`config.mk`:
```
export PLATFORM = sky130hd
export DESIGN_NAME = io_serdes_link_ctrl
export DESIGN_NICKNAME = d
export VERILOG_FILES = /design/src/rtl/io_serdes_link_ctrl.sv
export SDC_FILE = /design/constraint.sdc
export NUM_CORES = 1
export LEC_CHECK = 0
export CORE_MARGIN = 2
export CORE_UTILIZATION = 43
export DETAILED_ROUTE_END_ITERATION = 8
export HOLD_SLACK_MARGIN = 0.05
export PLACE_DENSITY = 0.86
export SLEW_MARGIN = 10
export SYNTH_ARGS = -nofsm -noshare
export SYNTH_HDL_FRONTEND = slang
export SYNTH_SLANG_ARGS = --single-unit
```
`constraint.sdc`:
```
create_clock -name axi_clk -period 5.8 [get_ports axi_clk]
set_clock_uncertainty 0.05 [all_clocks]
set_input_delay 0.87 -clock axi_clk [delete_from_list [all_inputs] [get_ports axi_clk]]
set_output_delay 0.87 -clock axi_clk [all_outputs]
set_load 0.02 [all_outputs]
```
`src/rtl/io_serdes_link_ctrl.sv`:
```
// Bring-up sequencer for the IO serdes configuration port.
// Acts as AXI-Lite master: writes rxen, waits a settle delay, writes txen+rxen,
// reads offset 0 back, then waits for remote data before reporting link status.
module io_serdes_link_ctrl #(
    parameter int unsigned pADDR_WIDTH = 10,
    parameter int unsigned pDATA_WIDTH = 32,
    parameter int unsigned pRX_DLY     = 16,
    parameter int unsigned pTIMEOUT    = 1024,
    parameter int unsigned pCNT_WIDTH  = 16
) (
    input  logic                       axi_clk,
    input  logic                       axi_reset,
    input  logic                       start,
    input  logic                       link_rx_seen,
    output logic                       cc_ls_enable,
    output logic                       axi_awvalid,
    output logic [pADDR_WIDTH-1:0]     axi_awaddr,
    input  logic                       axi_awready,
    output logic                       axi_wvalid,
    output logic [pDATA_WIDTH-1:0]     axi_wdata,
    output logic [pDATA_WIDTH/8-1:0]   axi_wstrb,
    input  logic                       axi_wready,
    output logic                       axi_arvalid,
    output logic [pADDR_WIDTH-1:0]     axi_araddr,
    input  logic                       axi_arready,
    input  logic                       axi_rvalid,
    input  logic [pDATA_WIDTH-1:0]     axi_rdata,
    output logic                       axi_rready,
    output logic                       link_up,
    output logic                       link_err,
    output logic [1:0]                 err_code,
    output logic [2:0]                 state
);

    localparam int unsigned STRB_W = pDATA_WIDTH / 8;
    localparam logic [pCNT_WIDTH-1:0] DLY_LAST = pCNT_WIDTH'(pRX_DLY - 1);
    localparam logic [pCNT_WIDTH-1:0] TMO_LAST = pCNT_WIDTH'(pTIMEOUT - 1);

    // UP and ERR both report 7 on the debug port; ERR needs a distinct internal code.
    typedef enum logic [3:0] {
        S_IDLE      = 4'd0,
        S_WR_RXEN   = 4'd1,
        S_WAIT_DLY  = 4'd2,
        S_WR_TXEN   = 4'd3,
        S_RD_ADDR   = 4'd4,
        S_RD_DATA   = 4'd5,
        S_WAIT_LINK = 4'd6,
        S_UP        = 4'd7,
        S_ERR       = 4'd8
    } state_t;

    state_t                  r_state;
    state_t                  w_next;
    logic [pCNT_WIDTH-1:0]   r_cnt;
    logic [pCNT_WIDTH-1:0]   w_cnt_nxt;
    logic                    w_tmo;
    logic                    w_dly_done;
    logic                    w_counting;

    logic                    r_cc_ls_enable, w_cc_ls_enable;
    logic                    r_awvalid,      w_awvalid;
    logic                    r_wvalid,       w_wvalid;
    logic [pDATA_WIDTH-1:0]  r_wdata,        w_wdata;
    logic [STRB_W-1:0]       r_wstrb,        w_wstrb;
    logic                    r_arvalid,      w_arvalid;
    logic                    r_rready,       w_rready;
    logic                    r_link_up,      w_link_up;
    logic                    r_link_err,     w_link_err;
    logic [1:0]              r_err_code,     w_err_code;
    logic [2:0]              r_state_dbg,    w_state_dbg;

    // Only the enable bits of the readback are checked.
    logic w_unused_rdata;
    assign w_unused_rdata = &{1'b0, axi_rdata[pDATA_WIDTH-1:2]};

    assign w_tmo      = (r_cnt == TMO_LAST);
    assign w_dly_done = (r_cnt == DLY_LAST);
    assign w_counting = (r_state != S_IDLE) && (r_state != S_UP) && (r_state != S_ERR);
    assign w_cnt_nxt  = ((w_next != r_state) || !w_counting) ? '0 : r_cnt + pCNT_WIDTH'(1);

    // State register and shared delay/timeout counter.
    always_ff @(posedge axi_clk) begin
        if (axi_reset) begin
            r_state <= S_IDLE;
            r_cnt   <= '0;
        end else begin
            r_state <= w_next;
            r_cnt   <= w_cnt_nxt;
        end
    end

    // Next-state decode; exit conditions take priority over timeout.
    always_comb begin
        w_next = r_state;
        case (r_state)
            S_IDLE:      if (start) w_next = S_WR_RXEN;
            S_WR_RXEN: begin
                if (axi_awready && axi_wready) w_next = S_WAIT_DLY;
                else if (w_tmo)                w_next = S_ERR;
            end
            S_WAIT_DLY:  if (w_dly_done) w_next = S_WR_TXEN;
            S_WR_TXEN: begin
                if (axi_awready && axi_wready) w_next = S_RD_ADDR;
                else if (w_tmo)                w_next = S_ERR;
            end
            S_RD_ADDR: begin
                if (axi_arready)  w_next = S_RD_DATA;
                else if (w_tmo)   w_next = S_ERR;
            end
            S_RD_DATA: begin
                if (axi_rvalid)   w_next = (axi_rdata[1:0] == 2'b11) ? S_WAIT_LINK : S_ERR;
                else if (w_tmo)   w_next = S_ERR;
            end
            S_WAIT_LINK: begin
                if (link_rx_seen) w_next = S_UP;
                else if (w_tmo)   w_next = S_ERR;
            end
            S_UP:        w_next = S_UP;
            S_ERR:       if (start) w_next = S_WR_RXEN;
            default:     w_next = S_IDLE;
        endcase
    end

    // Output decode from the upcoming state so the registered outputs track the state.
    always_comb begin
        w_cc_ls_enable = 1'b0;
        w_awvalid      = 1'b0;
        w_wvalid       = 1'b0;
        w_wdata        = '0;
        w_wstrb        = '0;
        w_arvalid      = 1'b0;
        w_rready       = 1'b0;
        w_link_up      = (w_next == S_UP);
        w_link_err     = (w_next == S_ERR);
        w_err_code     = 2'd0;
        w_state_dbg    = (w_next == S_ERR) ? 3'd7 : w_next[2:0];
        case (w_next)
            S_WR_RXEN: begin
                w_cc_ls_enable = 1'b1;
                w_awvalid      = 1'b1;
                w_wvalid       = 1'b1;
                w_wdata        = pDATA_WIDTH'(1);
                w_wstrb        = STRB_W'(1);
            end
            S_WR_TXEN: begin
                w_cc_ls_enable = 1'b1;
                w_awvalid      = 1'b1;
                w_wvalid       = 1'b1;
                w_wdata        = pDATA_WIDTH'(3);
                w_wstrb        = STRB_W'(1);
            end
            S_RD_ADDR: begin
                w_cc_ls_enable = 1'b1;
                w_arvalid      = 1'b1;
            end
            S_RD_DATA: begin
                w_cc_ls_enable = 1'b1;
                w_rready       = 1'b1;
            end
            default: ;
        endcase
        if (w_next == S_ERR) begin
            if (r_state == S_ERR)                         w_err_code = r_err_code;
            else if (r_state == S_WAIT_LINK)              w_err_code = 2'd3;
            else if ((r_state == S_RD_DATA) && axi_rvalid) w_err_code = 2'd2;
            else                                          w_err_code = 2'd1;
        end
    end

    // Output registers.
    always_ff @(posedge axi_clk) begin
        if (axi_reset) begin
            r_cc_ls_enable <= 1'b0;
            r_awvalid      <= 1'b0;
            r_wvalid       <= 1'b0;
            r_wdata        <= '0;
            r_wstrb        <= '0;
            r_arvalid      <= 1'b0;
            r_rready       <= 1'b0;
            r_link_up      <= 1'b0;
            r_link_err     <= 1'b0;
            r_err_code     <= 2'd0;
            r_state_dbg    <= 3'd0;
        end else begin
            r_cc_ls_enable <= w_cc_ls_enable;
            r_awvalid      <= w_awvalid;
            r_wvalid       <= w_wvalid;
            r_wdata        <= w_wdata;
            r_wstrb        <= w_wstrb;
            r_arvalid      <= w_arvalid;
            r_rready       <= w_rready;
            r_link_up      <= w_link_up;
            r_link_err     <= w_link_err;
            r_err_code     <= w_err_code;
            r_state_dbg    <= w_state_dbg;
        end
    end

    assign cc_ls_enable = r_cc_ls_enable;
    assign axi_awvalid  = r_awvalid;
    assign axi_awaddr   = '0;
    assign axi_wvalid   = r_wvalid;
    assign axi_wdata    = r_wdata;
    assign axi_wstrb    = r_wstrb;
    assign axi_arvalid  = r_arvalid;
    assign axi_araddr   = '0;
    assign axi_rready   = r_rready;
    assign link_up      = r_link_up;
    assign link_err     = r_link_err;
    assign err_code     = r_err_code;
    assign state        = r_state_dbg;

endmodule

```
==> impl_metrics.json <==
{
  "grt_pass1_wl_um": 5270,
  "grtUsageTotal_pct": 12.3,
  "firstDrtPassIters": 4,
  "worst_slack_ns": 3.19,
  "yosys_warnings": 0,
  "nNetsFinal": 301,
  "synth_compound_area_share_pct": 9.78,
  "cts-buffers-inserted": 5,
  "hp-start": "r_cnt[0]$_SDFF_PP0_",
  "htree_levels": 2,
  "cp_slowest_cell": "a2111oi_2",
  "critPathBufInv": 2,
  "hold_path_class": "reg -> reg",
  "arrival_ns": 2.72,
  "vias": 1497,
  "timing.fmax_ghz": 0.383,
  "hold_ws_ns": 0.403,
  "critPathKind": "in -> reg",
  "cp_slowest_stage_delay_ns": 0.48,
  "pin_count": 108,
  "synth_adder_area_share_pct": 0.600,
  "cts_setup_buffers": 0,
  "stdcell_count": 315,
  "ys_types": 51,
  "synth_xor_area_share_pct": 5.88,
  "cts.reportedPaths.clkPinSlew_ns": 0.06,
  "seq_area_frac_synth_pct": 30.7,
  "synth_area_sq_um": 2080,
  "cp-end-kind": "register",
  "async_flop_share_pct": 0,
  "syn_avg_cell_area_sq_um": 8.65,
  "drv_slew": 0,
  "tightest_slew_ns": 0.558,
  "synthSimpleGateAreaFrac_pct": 27.6,
  "coreArea_sq_um": 4690,
  "power_density_nw_per_um2": 243,
  "cp-start-kind": "input pin",
  "rows": 25,
  "synth.mux.area_fraction_pct": 0.480,
  "grt_pass1_vias": 1250,
  "grt-ovfl-total": 0,
  "holdPathEnd": "r_cnt[0]$_SDFF_PP0_",
  "clk_latency_ns": 0.29,
  "final_area_sq_um": 2240,
  "leakagePower_nw": 0.940,
  "setup_tns_ns": 0,
  "clockRootBuffer": "clkbuf_8",
  "holdPathStages": 1,
  "pre_cts_slack_ns": 2.90,
  "power.total_mw": 0.545,
  "antenna_found_initial": 0,
  "clockBufferDepth": 2,
  "reg2reg_depth": 7,
  "cts_tree": "built",
  "post-route-min-period_ns": 2.61,
  "placed_area_sq_um": 2110,
  "areaGrowthSynthToFinish_pct": 7.38,
  "drt-initial-drc-count": 197,
  "io_buffers": 24,
  "hold_viol_final": 0,
  "gp_congestion": 0.852,
  "drv_cap": 0,
  "status": "finished, final reports clean",
  "setup_viol": 0,
  "post_cts_resized": 0,
  "r2r-end": "r_cnt[15]$_SDFF_PP0_",
  "synth-edff-count": 0,
  "wl_per_cell_um": 10.9,
  "diodes": 0,
  "rsz0062_at_grt": "false",
  "start_util_pct": 44.4,
  "synthFlopType": "dfxtp_1",
  "finalCritPeriodShare_pct": 45.0,
  "worstPathCellList": "clkdlybuf4s50_1 > a21oi_1 > a31oi_1 > a2111oi_2 > nor3_1 > nand4bb_1 > buf_4 > nor2_1",
  "synth-seq-cells": 32,
  "hold_buffers": 0,
  "worst_path_dominant_cell_family": "compound AO/OA/AOI/OAI gates",
  "dpl.cell_count": 307,
  "viasPerCell": 4.75,
  "fin_util_pct": 47.7,
  "die_h_um": 73.6,
  "synthCells": 241,
  "wirelength_um": 3430,
  "max-slew-margin-rel_pct": 62.7,
  "vdd_drop_max_uv": 111,
  "rrSetupSlack_ns": 3.58,
  "synth_top_family_by_area": "simple AND/OR/NAND/NOR gates",
  "critPathMaxFanout": 16,
  "postRouteAntennaNets": 0,
  "reg2reg_from": "r_state[1]$_SDFF_PP0_",
  "die-area_sq_um": 5420,
  "drive_gt1_share_pct": 10.3,
  "cts.sink_count": 32,
  "crit_required_ns": 5.91,
  "dp_hpwl_um": 2520,
  "grt_max_degree": 19,
  "die_w_um": 73.6,
  "drcViolationCount": 0
}
==> cell type report <==
type,instances,area [sq um]
Clock inverter,1,30.0
Multi-Input combinational cell,187,1120
Timing Repair Buffer,25,248
Clock buffer,7,96.3
Sequential cell,32,641
Tap cell,54,67.6
Inverter,9,33.8
Fill cell,429,2450
==> worst register-to-register path: stages (launching register included) <==
cell	delay, ns
dfxtp_1	0.64
mux2i_1	0.24
a21oi_1	0.09
a2111oi_2	0.46
nor3_1	0.09
nand4bb_1	0.11
buf_4	0.32
nor2_1	0.09
==> kinds of logic after synthesis <==
kind of cell / count (synthesis)
muxes: 1
xor gates and xnor gates: 14
other: 1
buffers and inverters: 74
and+or+nand+nor: 92
adders and majority gates: 1
AOI/OAI and AO/OA: 26
DFF: 32
==> registers in the layout (all words and copies together), names as in the netlist <==
signal	flops
axi_arvalid	1
state	3
err_code	2
r_state	4
link_up	1
link_err	1
r_cnt	16
axi_wdata	2
axi_rready	1
cc_ls_enable	1
==> routing by layer <==
metal  GRT usage [%]  up-vias  part of all wire, %
met1            15.3      689                   43
li1                -      736                    -
met2            19.8       65                   49
met3            3.29        7                  6.8
met4            5.05        0                  1.7
met5               0        -                    0
==> cell usage after synthesis, drive strengths merged, types with 3 or more instances <==
master	instances	area, sq um
and3	9	56.3
nor3	3	15.0
nand2	8	30.0
nand3	11	55.1
inv	8	30.0
nand2b	5	31.3
xnor2	8	70.1
xor2	6	52.6
nor2	37	204
a21oi	5	28.8
nand4	3	25.0
nand4bb	3	33.8
buf	65	483
dfxtp	32	641
a31oi	3	18.8
==> cells in the final DEF, fill, tap and decap left out, types with 8 or more instances in the layout <==
cell type | netlist | routed
conb_1 | 1 | 53
dfxtp_1 | 32 | 32
nor2_1 | 27 | 27
clkdlybuf4s50_1 | 0 | 24
nand3_1 | 11 | 11
and3_1 | 9 | 9
nand2_1 | 8 | 8
inv_1 | 8 | 8
nor2_4 | 8 | 8
xnor2_1 | 8 | 8
==> report_power, final <==
group / leakage [nW] / internal, mW / switching, mW
Sequential: 0.259 / 0.224 / 0.00619
Clock: 0.0645 / 0.151 / 0.0811
Combinational: 0.616 / 0.0240 / 0.0576
Total: 0.940 / 0.400 / 0.145
==> worst max-delay path by stage <==
| stage | startpoint | endpoint | slack [ns] | cells past startpoint |
|---|---|---|---|---|
| CTS | axi_awready | r_cnt[2]$_SDFF_PP0_ | 3.20 | 8 |
| floorplan | axi_awready | r_cnt[10]$_SDFF_PP0_ | 3.60 | 8 |
| finish | axi_awready | r_cnt[15]$_SDFF_PP0_ | 3.19 | 8 |
| global placement | axi_awready | r_cnt[15]$_SDFF_PP0_ | 2.93 | 8 |
| detailed placement | axi_awready | r_cnt[15]$_SDFF_PP0_ | 2.90 | 8 |
| global route | axi_rvalid | axi_arvalid$_SDFF_PP0_ | 3.09 | 7 |
No activity file was read; power rests on OpenSTA's default activity.
